**src/rtl/cpu_types_pkg.sv**
```systemverilog
// Shared CPU types for the decode -> execute boundary: ALU op encoding,
// the ID/EX control bundle, buffer depth and the ID/EX buffer state names.
package cpu_types_pkg;

  typedef enum logic [3:0] {
    ALU_SLL  = 4'd0,
    ALU_SRL  = 4'd1,
    ALU_SRA  = 4'd2,
    ALU_ADD  = 4'd3,
    ALU_SUB  = 4'd4,
    ALU_AND  = 4'd5,
    ALU_OR   = 4'd6,
    ALU_XOR  = 4'd7,
    ALU_NOR  = 4'd8,
    ALU_SLT  = 4'd9,
    ALU_SLTU = 4'd10
  } aluop_t;

  typedef struct packed {
    logic [2:0] jump_t;
    logic [1:0] RegDest;
    logic       RegWen;
    logic [2:0] ALUsrc;
    aluop_t     alu_op;
    logic       mem2reg;
    logic       pc2reg;
    logic       MemWrite;
    logic       careOF;
    logic       halt;
    logic       atomic;
  } id_ex_ctrl_t;

  localparam int ID_EX_DEPTH = 2;

  typedef enum logic [1:0] {
    EMPTY  = 2'd0,
    ONE    = 2'd1,
    FULL   = 2'd2,
    HALTED = 2'd3
  } id_ex_state_t;

endpackage

```
**src/rtl/id_ex_ctrl_buffer_if.sv**
```systemverilog
// ID -> EX handshake bundle. master = decode/execute side (testbench),
// slave = the id_ex_ctrl_buffer itself.
interface id_ex_ctrl_buffer_if #(
  parameter int PCW = 32
);
  import cpu_types_pkg::*;

  logic           in_valid;
  logic           in_ready;
  logic [31:0]    in_instr;
  logic [PCW-1:0] in_npc;
  logic [2:0]     in_jump_t;
  logic [1:0]     in_RegDest;
  logic           in_RegWen;
  logic [2:0]     in_ALUsrc;
  aluop_t         in_alu_op;
  logic           in_mem2reg;
  logic           in_pc2reg;
  logic           in_MemWrite;
  logic           in_careOF;
  logic           in_halt;
  logic           in_atomic;
  logic           flush;

  logic           out_valid;
  logic           out_ready;
  logic [31:0]    out_instr;
  logic [PCW-1:0] out_npc;
  logic [2:0]     out_jump_t;
  logic [1:0]     out_RegDest;
  logic           out_RegWen;
  logic [2:0]     out_ALUsrc;
  aluop_t         out_alu_op;
  logic           out_mem2reg;
  logic           out_pc2reg;
  logic           out_MemWrite;
  logic           out_careOF;
  logic           out_halt;
  logic           out_atomic;
  logic           halted;

  modport master (
    output in_valid, in_instr, in_npc, in_jump_t, in_RegDest, in_RegWen,
           in_ALUsrc, in_alu_op, in_mem2reg, in_pc2reg, in_MemWrite,
           in_careOF, in_halt, in_atomic, flush, out_ready,
    input  in_ready, out_valid, out_instr, out_npc, out_jump_t, out_RegDest,
           out_RegWen, out_ALUsrc, out_alu_op, out_mem2reg, out_pc2reg,
           out_MemWrite, out_careOF, out_halt, out_atomic, halted
  );

  modport slave (
    input  in_valid, in_instr, in_npc, in_jump_t, in_RegDest, in_RegWen,
           in_ALUsrc, in_alu_op, in_mem2reg, in_pc2reg, in_MemWrite,
           in_careOF, in_halt, in_atomic, flush, out_ready,
    output in_ready, out_valid, out_instr, out_npc, out_jump_t, out_RegDest,
           out_RegWen, out_ALUsrc, out_alu_op, out_mem2reg, out_pc2reg,
           out_MemWrite, out_careOF, out_halt, out_atomic, halted
  );

endinterface

```
**src/rtl/id_ex_ctrl_buffer_perf_ctr.sv**
```systemverilog
// id_ex_perf_ctr: 32-bit event counter that sticks at all-ones instead of
// wrapping, so a long stall never reads back as a small number.
module id_ex_perf_ctr (
  input  logic        CLK,
  input  logic        nRST,
  input  logic        inc,
  output logic [31:0] count
);

  // Count qualifying cycles, holding at the maximum value.
  always_ff @(posedge CLK or negedge nRST) begin
    if (!nRST) begin
      count <= '0;
    end else if (inc && (count != 32'hFFFF_FFFF)) begin
      count <= count + 32'd1;
    end
  end

endmodule

```
**src/rtl/id_ex_ctrl_buffer.sv**
```systemverilog
// id_ex_ctrl_buffer: 1- or 2-entry skid buffer between decode and execute.
// Output fields are forced to zero on bubbles so EX never sees a stray
// write enable, store, halt or atomic. Halt sequencing: a pushed halt
// blocks younger instructions, a popped halt latches the terminal HALTED
// state. Optional build macro ID_EX_PERF_EN adds stall_cnt / bubble_cnt.
module id_ex_ctrl_buffer
  import cpu_types_pkg::*;
#(
  parameter int DEPTH = ID_EX_DEPTH,
  parameter int PCW   = 32
) (
  input  logic                CLK,
  input  logic                nRST,
  id_ex_ctrl_buffer_if.slave  bus
`ifdef ID_EX_PERF_EN
  ,
  output logic [31:0]         stall_cnt,
  output logic [31:0]         bubble_cnt
`endif
);

  typedef struct packed {
    logic [31:0]    instr;
    logic [PCW-1:0] npc;
    id_ex_ctrl_t    ctrl;
  } entry_t;

  localparam logic [1:0] DEPTH_C = 2'(DEPTH);

  // Storage is always two slots; DEPTH=1 simply never touches slot 1.
  entry_t       mem [2];
  logic         wr_ptr, rd_ptr;
  logic [1:0]   count_q, count_nxt;
  logic         halt_pending_q, halt_pending_nxt;
  logic         halted_nxt;
  logic         in_ready_q, in_ready_nxt;
  id_ex_state_t state_q, state_nxt;

  entry_t entry_in, head, head_masked;
  logic   out_valid, push, pop;

  function automatic logic adv(input logic p);
    return (DEPTH == 1) ? 1'b0 : ~p;
  endfunction

  assign out_valid = (count_q != 2'd0);
  assign push      = bus.in_valid & in_ready_q & ~bus.flush;
  assign pop       = out_valid & bus.out_ready;
  assign head      = mem[rd_ptr];

  // Pack the incoming decode fields into one storage entry.
  always_comb begin
    entry_in               = '0;
    entry_in.instr         = bus.in_instr;
    entry_in.npc           = bus.in_npc;
    entry_in.ctrl.jump_t   = bus.in_jump_t;
    entry_in.ctrl.RegDest  = bus.in_RegDest;
    entry_in.ctrl.RegWen   = bus.in_RegWen;
    entry_in.ctrl.ALUsrc   = bus.in_ALUsrc;
    entry_in.ctrl.alu_op   = bus.in_alu_op;
    entry_in.ctrl.mem2reg  = bus.in_mem2reg;
    entry_in.ctrl.pc2reg   = bus.in_pc2reg;
    entry_in.ctrl.MemWrite = bus.in_MemWrite;
    entry_in.ctrl.careOF   = bus.in_careOF;
    entry_in.ctrl.halt     = bus.in_halt;
    entry_in.ctrl.atomic   = bus.in_atomic;
  end

  // Next-state for occupancy, halt tracking and the registered ready.
  always_comb begin
    // NOTE: every variable gets a default first so no path leaves it unassigned and infers a latch.
    count_nxt = count_q;
    unique case ({push, pop})
      2'b10:   count_nxt = count_q + 2'd1;
      2'b01:   count_nxt = count_q - 2'd1;
      default: count_nxt = count_q;
    endcase
    if (bus.flush) count_nxt = 2'd0;

    halt_pending_nxt = bus.flush ? 1'b0 : (halt_pending_q | (push & bus.in_halt));
    halted_nxt       = (state_q == HALTED) | (pop & head.ctrl.halt);
    in_ready_nxt     = (count_nxt < DEPTH_C) & ~halt_pending_nxt & ~halted_nxt;

    state_nxt = EMPTY;
    if (halted_nxt) begin
      state_nxt = HALTED;
    end else begin
      unique case (count_nxt)
        2'd0:    state_nxt = EMPTY;
        2'd1:    state_nxt = ONE;
        default: state_nxt = FULL;
      endcase
    end
  end

  // Control state: occupancy, pointers, halt tracking, FSM, ready.
  always_ff @(posedge CLK or negedge nRST) begin
    // NOTE: non-blocking assignments so every register samples pre-edge values regardless of statement order.
    if (!nRST) begin
      count_q        <= 2'd0;
      wr_ptr         <= 1'b0;
      rd_ptr         <= 1'b0;
      halt_pending_q <= 1'b0;
      in_ready_q     <= 1'b0;
      state_q        <= EMPTY;
    end else begin
      count_q        <= count_nxt;
      halt_pending_q <= halt_pending_nxt;
      in_ready_q     <= in_ready_nxt;
      state_q        <= state_nxt;
      if (bus.flush) begin
        wr_ptr <= 1'b0;
        rd_ptr <= 1'b0;
      end else begin
        if (push) wr_ptr <= adv(wr_ptr);
        if (pop)  rd_ptr <= adv(rd_ptr);
      end
    end
  end

  // Entry storage written on push.
  always_ff @(posedge CLK) begin
    // NOTE: payload storage is left unreset; an entry is only visible while count says it is valid, and bubbles are masked.
    if (push) mem[wr_ptr] <= entry_in;
  end

  assign head_masked = out_valid ? head : '0;

  assign bus.in_ready     = in_ready_q;
  assign bus.out_valid    = out_valid;
  assign bus.out_instr    = head_masked.instr;
  assign bus.out_npc      = head_masked.npc;
  assign bus.out_jump_t   = head_masked.ctrl.jump_t;
  assign bus.out_RegDest  = head_masked.ctrl.RegDest;
  assign bus.out_RegWen   = head_masked.ctrl.RegWen;
  assign bus.out_ALUsrc   = head_masked.ctrl.ALUsrc;
  assign bus.out_alu_op   = head_masked.ctrl.alu_op;
  assign bus.out_mem2reg  = head_masked.ctrl.mem2reg;
  assign bus.out_pc2reg   = head_masked.ctrl.pc2reg;
  assign bus.out_MemWrite = head_masked.ctrl.MemWrite;
  assign bus.out_careOF   = head_masked.ctrl.careOF;
  assign bus.out_halt     = head_masked.ctrl.halt;
  assign bus.out_atomic   = head_masked.ctrl.atomic;
  assign bus.halted       = (state_q == HALTED);

`ifdef ID_EX_PERF_EN
  id_ex_perf_ctr u_stall_ctr (
    .CLK   (CLK),
    .nRST  (nRST),
    .inc   (out_valid & ~bus.out_ready),
    .count (stall_cnt)
  );

  id_ex_perf_ctr u_bubble_ctr (
    .CLK   (CLK),
    .nRST  (nRST),
    .inc   (~out_valid & (state_q != HALTED)),
    .count (bubble_cnt)
  );
`endif

endmodule
```
**src/flat_wrapper.sv**
```systemverilog
// flat-port wrapper written by rule: the top's interface ports become plain ports
module id_ex_ctrl_buffer_flat import cpu_types_pkg::*;
#(
  parameter int DEPTH = ID_EX_DEPTH,
  parameter int PCW   = 32
)
  (CLK, nRST, bus_in_valid, bus_in_instr, bus_in_npc, bus_in_jump_t, bus_in_RegDest, bus_in_RegWen, bus_in_ALUsrc, bus_in_alu_op, bus_in_mem2reg, bus_in_pc2reg, bus_in_MemWrite, bus_in_careOF, bus_in_halt, bus_in_atomic, bus_flush, bus_out_ready, bus_in_ready, bus_out_valid, bus_out_instr, bus_out_npc, bus_out_jump_t, bus_out_RegDest, bus_out_RegWen, bus_out_ALUsrc, bus_out_alu_op, bus_out_mem2reg, bus_out_pc2reg, bus_out_MemWrite, bus_out_careOF, bus_out_halt, bus_out_atomic, bus_halted);
  id_ex_ctrl_buffer_if #(.PCW(PCW)) bus_i ();
  input  logic CLK;
  input  logic nRST;
  input wire logic [$bits(bus_i.in_valid)-1:0] bus_in_valid;
  input wire logic [$bits(bus_i.in_instr)-1:0] bus_in_instr;
  input wire logic [$bits(bus_i.in_npc)-1:0] bus_in_npc;
  input wire logic [$bits(bus_i.in_jump_t)-1:0] bus_in_jump_t;
  input wire logic [$bits(bus_i.in_RegDest)-1:0] bus_in_RegDest;
  input wire logic [$bits(bus_i.in_RegWen)-1:0] bus_in_RegWen;
  input wire logic [$bits(bus_i.in_ALUsrc)-1:0] bus_in_ALUsrc;
  input wire logic [$bits(bus_i.in_alu_op)-1:0] bus_in_alu_op;
  input wire logic [$bits(bus_i.in_mem2reg)-1:0] bus_in_mem2reg;
  input wire logic [$bits(bus_i.in_pc2reg)-1:0] bus_in_pc2reg;
  input wire logic [$bits(bus_i.in_MemWrite)-1:0] bus_in_MemWrite;
  input wire logic [$bits(bus_i.in_careOF)-1:0] bus_in_careOF;
  input wire logic [$bits(bus_i.in_halt)-1:0] bus_in_halt;
  input wire logic [$bits(bus_i.in_atomic)-1:0] bus_in_atomic;
  input wire logic [$bits(bus_i.flush)-1:0] bus_flush;
  input wire logic [$bits(bus_i.out_ready)-1:0] bus_out_ready;
  output wire logic [$bits(bus_i.in_ready)-1:0] bus_in_ready;
  output wire logic [$bits(bus_i.out_valid)-1:0] bus_out_valid;
  output wire logic [$bits(bus_i.out_instr)-1:0] bus_out_instr;
  output wire logic [$bits(bus_i.out_npc)-1:0] bus_out_npc;
  output wire logic [$bits(bus_i.out_jump_t)-1:0] bus_out_jump_t;
  output wire logic [$bits(bus_i.out_RegDest)-1:0] bus_out_RegDest;
  output wire logic [$bits(bus_i.out_RegWen)-1:0] bus_out_RegWen;
  output wire logic [$bits(bus_i.out_ALUsrc)-1:0] bus_out_ALUsrc;
  output wire logic [$bits(bus_i.out_alu_op)-1:0] bus_out_alu_op;
  output wire logic [$bits(bus_i.out_mem2reg)-1:0] bus_out_mem2reg;
  output wire logic [$bits(bus_i.out_pc2reg)-1:0] bus_out_pc2reg;
  output wire logic [$bits(bus_i.out_MemWrite)-1:0] bus_out_MemWrite;
  output wire logic [$bits(bus_i.out_careOF)-1:0] bus_out_careOF;
  output wire logic [$bits(bus_i.out_halt)-1:0] bus_out_halt;
  output wire logic [$bits(bus_i.out_atomic)-1:0] bus_out_atomic;
  output wire logic [$bits(bus_i.halted)-1:0] bus_halted;
  assign bus_i.in_valid = bus_in_valid;
  assign bus_i.in_instr = bus_in_instr;
  assign bus_i.in_npc = bus_in_npc;
  assign bus_i.in_jump_t = bus_in_jump_t;
  assign bus_i.in_RegDest = bus_in_RegDest;
  assign bus_i.in_RegWen = bus_in_RegWen;
  assign bus_i.in_ALUsrc = bus_in_ALUsrc;
  assign bus_i.in_alu_op = bus_in_alu_op;
  assign bus_i.in_mem2reg = bus_in_mem2reg;
  assign bus_i.in_pc2reg = bus_in_pc2reg;
  assign bus_i.in_MemWrite = bus_in_MemWrite;
  assign bus_i.in_careOF = bus_in_careOF;
  assign bus_i.in_halt = bus_in_halt;
  assign bus_i.in_atomic = bus_in_atomic;
  assign bus_i.flush = bus_flush;
  assign bus_i.out_ready = bus_out_ready;
  assign bus_in_ready = bus_i.in_ready;
  assign bus_out_valid = bus_i.out_valid;
  assign bus_out_instr = bus_i.out_instr;
  assign bus_out_npc = bus_i.out_npc;
  assign bus_out_jump_t = bus_i.out_jump_t;
  assign bus_out_RegDest = bus_i.out_RegDest;
  assign bus_out_RegWen = bus_i.out_RegWen;
  assign bus_out_ALUsrc = bus_i.out_ALUsrc;
  assign bus_out_alu_op = bus_i.out_alu_op;
  assign bus_out_mem2reg = bus_i.out_mem2reg;
  assign bus_out_pc2reg = bus_i.out_pc2reg;
  assign bus_out_MemWrite = bus_i.out_MemWrite;
  assign bus_out_careOF = bus_i.out_careOF;
  assign bus_out_halt = bus_i.out_halt;
  assign bus_out_atomic = bus_i.out_atomic;
  assign bus_halted = bus_i.halted;
  id_ex_ctrl_buffer #(.DEPTH(DEPTH), .PCW(PCW)) u_core (.CLK(CLK), .nRST(nRST), .bus(bus_i));
endmodule
```
**config.mk**
```make
export PLATFORM = sky130hd
export DESIGN_NAME = id_ex_ctrl_buffer_flat
export DESIGN_NICKNAME = d
export VERILOG_FILES = /design/src/rtl/cpu_types_pkg.sv /design/src/rtl/id_ex_ctrl_buffer_if.sv /design/src/rtl/id_ex_ctrl_buffer_perf_ctr.sv /design/src/rtl/id_ex_ctrl_buffer.sv /design/src/flat_wrapper.sv
export SDC_FILE = /design/constraint.sdc
export NUM_CORES = 1
export LEC_CHECK = 0
export ABC_AREA = 1
export BUFFER_PORTS_ARGS = -buffer_cell sky130_fd_sc_hd__buf_2
export CORE_MARGIN = 2
export CORE_UTILIZATION = 45
export DETAILED_ROUTE_END_ITERATION = 7
export PLACE_DENSITY_LB_ADDON = 0.1
export SLEW_MARGIN = 20
export SYNTH_ARGS = -nofsm -noshare
export SYNTH_HDL_FRONTEND = slang
export SYNTH_SLANG_ARGS = --single-unit
```
**constraint.sdc**
```tcl
create_clock -name CLK -period 6.8 [get_ports CLK]
set_clock_uncertainty 0.15 [all_clocks]
set_input_delay 1.02 -clock CLK [delete_from_list [all_inputs] [get_ports CLK]]
set_output_delay 1.02 -clock CLK [all_outputs]
set_load 0.01 [all_outputs]
```
# --- Word-level counts from Yosys, hierarchy flattened ---
# Memory sizes are Yosys's and may differ from the RTL's.
# Cells that the tools add are included.
totals:
  n_memories: 1
  ff_bits: 8
  ramBits: 166
memory_table:
  columns: ["memory", "depth", "width", "rd", "rd_ports_with_merged_regs", "write_ports", "line", "rtl"]
  rows:
  - ["u_core.mem", 2, 83, 1, 0, 1, "id_ex_ctrl_buffer.sv:31", "entry_t mem [2];"]
op_classes:
  bitwise_logic: 14
  reduce_logical: 4
  muxes: 12
  eq_ne: 4
  add_sub_neg: 2
  n_lt_le_gt_ge: 1
ops:
  columns: ["operator", "count"]
  rows:
  - ["$mux 83", 1]
  - ["$pmux 2 s2", 2]
  - ["$and 1x1->1", 7]
  - ["$mux 1", 7]
  - ["$reduce_bool 2->1", 3]
  - ["$not 1->1", 5]
  - ["$eq 2x1->1 const B", 2]
  - ["$eq 2x2->1 const B", 2]
  - ["$mux 2", 2]
  - ["$add 2x1->2 const B", 1]
  - ["$logic_not 2->1", 1]
  - ["$lt 2x2->1 const B", 1]
  - ["$or 1x1->1", 2]
  - ["$sub 2x1->2 const B", 1]

# --- Longest topological paths before layout ---
depth:
  word_depth: 8
  depth_mapped: 11
  mapped_depth_nobuf: 11

# --- Worst setup path after synthesis ---
# OpenSTA, ideal clock, no wires.
synth_timing:
  path_type: "input-to-reg"
  startpoint: "input port bus_in_valid"
  endpoint: "memory u_core.mem[0][0] in the netlist's numbering (enable)"
  required_ns: 6.125
  path_stages: 4
  path_buffers: 0
  setup_time_ns: 0.525
  arrival_ns: 4.702
  slack_ns: 1.423
  cell_sequence: "nand2_1 -> inv_1 -> nand2_1 -> nor2_1"
synth_via:
  elab_chain_cells: 4
synth_rtl:
  columns: ["element", "line", "rtl"]
  rows:
  - ["start, declared", "flat_wrapper.sv:11", "input wire logic [$bits(bus_i.in_valid)-1:0] bus_in_valid;"]
  - ["$and 1x1->1 (2 in a row)", "id_ex_ctrl_buffer.sv:47", "assign push = bus.in_valid & in_ready_q & ~bus.flush;"]
  - ["$mux 1", "id_ex_ctrl_buffer.sv:124", "if (push) mem[wr_ptr] <= entry_in;"]
  - ["$mux 1 (not written as such)", "id_ex_ctrl_buffer.sv:124", null]
  - ["end, declared", "id_ex_ctrl_buffer.sv:31", null]
# Every way passes these cells.

# --- Worst setup path in the final report ---
layout_timing:
  startpoint: "register u_core.count_q[0]"
  endpoint: "output port bus_out_instr[25]"
layout_via:
  elab_chain_cells: 2
layout_rtl:
  columns: ["element", "line", "rtl"]
  rows:
  - ["start, declared", "id_ex_ctrl_buffer.sv:33", "logic [1:0] count_q, count_nxt;"]
  - ["start signal, assigned", "id_ex_ctrl_buffer.sv:107", "count_q <= count_nxt;"]
  - ["$reduce_bool 2->1", "id_ex_ctrl_buffer.sv:46", "assign out_valid = (count_q != 2'd0);"]
  - ["$mux 83", "id_ex_ctrl_buffer.sv:127", "assign head_masked = out_valid ? head : '0;"]
  - ["end, declared", "flat_wrapper.sv:29", "output wire logic [$bits(bus_i.out_instr)-1:0] bus_out_instr;"]
# Every way passes these cells.

==> results.sh <==
export IMPL_dp_slack_ps=3170
export IMPL_grtUsageMet3=0.0640
export IMPL_critPathTopFamily="buffers and inverters"
export IMPL_ctsResizeCount=0
export IMPL_synthCells=490
export IMPL_cts_root_buf="clkbuf_16"
export IMPL_met2_usage=0.292
export IMPL_htree_levels=4
export IMPL_r2r_end="u_core.bus.in_ready"
export IMPL_vias_per_cell=5.00
export IMPL_p_int_uw=2040
export IMPL_fin_crit_ps=4040
export IMPL_postCtsSetupRepairBufs=0
export IMPL_critPathSlowestCell="buf_4"
export IMPL_grt_busiest_layer="met2"
export IMPL_path_cells="nor2_4 -> buf_4 -> a21oi_1 -> buf_2"
export IMPL_syn_cell_area_mm2=0.00701
export IMPL_slew_headroom=0.328
export IMPL_wl_per_cell_um=16.8
export IMPL_setup_tns_final_ps=0
export IMPL_outcome="completed"
export IMPL_synth_main_ff_cell="edfxtp_1"
export IMPL_clkTransAtPathRegs_ps=60
export IMPL_cp_num_buf_inv=2
export IMPL_startpoint_type="flop"
export IMPL_synth_nets=579
export IMPL_drive_gt1_frac=0.479
export IMPL_cp_arrival_ps=2870
export IMPL_clkPwrFrac=0.306
export IMPL_rows=45
export IMPL_grt_max_degree=63
export IMPL_synth_top_area_share=0.711
export IMPL_setup_violations=0
export IMPL_synth_cell_types=21
export IMPL_fmax_ghz=0.248
export IMPL_synth_cells_most_frequent="edfxtp_1, nand2_1, a21oi_2, nand2_2, a21oi_1"
export IMPL_cap_viol_max_count=0
export IMPL_io_pins=174
export IMPL_port_buffers=173
export IMPL_crit_start="u_core.count_q[0]"
export IMPL_r2r_start="u_core.count_q[0]"
export IMPL_rsz0062_at_grt="no"
export IMPL_die_w_um=129
export IMPL_gr_total_overflow=0
export IMPL_finalHoldViolCount=0
export IMPL_whs_ps=281
export IMPL_synth_edf_count=166
export IMPL_area_growth_pct=20.8
export IMPL_drtAntennaViolNets=0
export IMPL_synth_yosys_warnings=0
export IMPL_cp_max_fo=62
export IMPL_drt_iter0_drc=331
export IMPL_fin_crit_sh=0.594
export IMPL_fp_dieH_um=129
export IMPL_dieArea_mm2=0.0166
export IMPL_p_per_area_mw_per_mm2=347
export IMPL_met1_usage=0.215
export IMPL_wl_um=14500
export IMPL_cts_tree="done"
export IMPL_drc=0
export IMPL_synth_area_leader_cell="edfxtp_1"
export IMPL_ir_drop_mv=0.203
export IMPL_p_seq_frac=0.453
export IMPL_dp_hpwl_um=9060
export IMPL_required_ps=5630
export IMPL_vias=4313
export IMPL_synth_async_reset_ratio=0.0460
export IMPL_p_switching_uw=896
export IMPL_p_total_uw=2940
export IMPL_leakage_uw=0.00333
export IMPL_yosysMostFrequentCell="edfxtp_1"
export IMPL_insertion_delay_ps=420
export IMPL_drt_first_pass_iters=4
export IMPL_gp_congestion=0.782
export IMPL_drv_slew=0
export IMPL_syn_area_per_cell_um2=14.3
export IMPL_power_frac_comb=0.241
export IMPL_grt_usage=0.180
export IMPL_hold_class="in -> async"
export IMPL_crit_type="reg -> out"
export IMPL_hold_buffers=0
export IMPL_max_stage_delay_ps=860
export IMPL_start_util=0.461
export IMPL_cts_max_path_buffers=2
export IMPL_fin_nets=749
export IMPL_p_sw_frac=0.305
export IMPL_synth_seq_cells=174
export IMPL_setup_slack_ps=2760
export IMPL_r2r_slack_ps=3480
export IMPL_clock_sinks=174
export IMPL_cts_inserted_buffers=17
export IMPL_grt_pass1_vias=4283
export IMPL_grt_first_pass_wirelength_um=22300
export IMPL_tightest_slew_ps=1010
export IMPL_antenna_found_initial=4
export IMPL_core_area_mm2=0.0152
export IMPL_synth_seq_area_share=0.740
export IMPL_synthTopCellsByArea="edfxtp_1, a21oi_2, nand2_1"
export IMPL_worstRegToRegCells=10
export IMPL_endpoint_kind="output port"
power by group through the flow:
stage / registers [uW] / clock network (uW) / logic [uW]
after floorplan: 1340 / 0 / 513
after global placement: 1350 / 0 / 717
after detailed placement: 1350 / 0 / 723
after CTS: 1330 / 917 / 724
after global routing: 1340 / 953 / 787
final: 1330 / 899 / 708
through the flow:
step | utilization | instances | cell area [um^2]
floorplan | - | 490 | 7010
global placement | 0.521 | 829 | 7920
detailed placement | 0.521 | 829 | 7920
CTS | 0.556 | 860 | 8460
global route | 0.557 | 862 | 8460
finish | 0.557 | 863 | 8470
cell families (layout without fill, tap and decap cells):
kind of cell | after synthesis | in the layout | synth area share
DFF | 174 | 174 | 0.740
and+or+nand+nor | 186 | 186 | 0.119
adders and majority gates | 1 | 1 | 0.00179
AOI/OAI and AO/OA | 90 | 90 | 0.0971
other | 0 | 3 | 0
buffers and inverters | 39 | 221 | 0.0421
registers in the layout, summed over array words and instances, names as in the netlist:
name	count
u_core.mem	166
u_core.count_q	2
u_core.state_q	2
u_core.bus.in_ready	1
u_core.halt_pending_q	1
u_core.rd_ptr	1
u_core.wr_ptr	1
layer usage:
metal	up-vias	part of all wire
met2	116	0.50
li1	2054	-
met3	25	0.069
met4	4	0.019
met1	2114	0.41
met5	-	0.0019
cells in the final DEF, fill, tap and decap left out:
cell type / netlist / layout
dfrtp_4: 0 / 1
ha_1: 1 / 1
clkinvlp_4: 0 / 1
nor2_4: 0 / 3
nand3_1: 2 / 2
clkinv_1: 0 / 2
nor2_1: 3 / 1
buf_4: 7 / 5
o22ai_1: 1 / 1
nand2_2: 50 / 50
a21oi_2: 61 / 61
clkinv_2: 0 / 4
clkbuf_1: 0 / 5
nor2_2: 2 / 1
dfrtp_1: 8 / 7
a21oi_1: 26 / 26
nand4_1: 1 / 1
diode_2: 0 / 3
bufinv_16: 0 / 2
o21ai_0: 1 / 1
nand2_1: 128 / 128
inv_1: 8 / 8
o21ai_1: 1 / 1
edfxtp_1: 166 / 166
inv_2: 4 / 4
buf_2: 12 / 173
clkbuf_16: 0 / 17
final cells by class:
class                           instances  area [um^2]
Sequential cell                       174         5190
Multi-Input combinational cell        277         1550
Timing Repair Buffer                  178          903
Inverter                               12         45.0
Antenna cell                            3         7.51
Clock buffer                           22          444
Fill cell                            1285         6740
Clock inverter                          9         95.1
Tap cell                              188          235
how the worst max path moves through the flow:
stage	depth (start not counted)	slack [ps]	to
after floorplan	4	1420	u_core.mem[0][0]
after global placement	5	3230	bus_out_instr[25]
final	4	2760	bus_out_instr[25]
after CTS	5	2710	bus_out_instr[25]
after detailed placement	5	3170	bus_out_instr[25]
after global routing	5	2630	bus_out_instr[25]
Note: power is estimated with default switching activity, not from simulation.
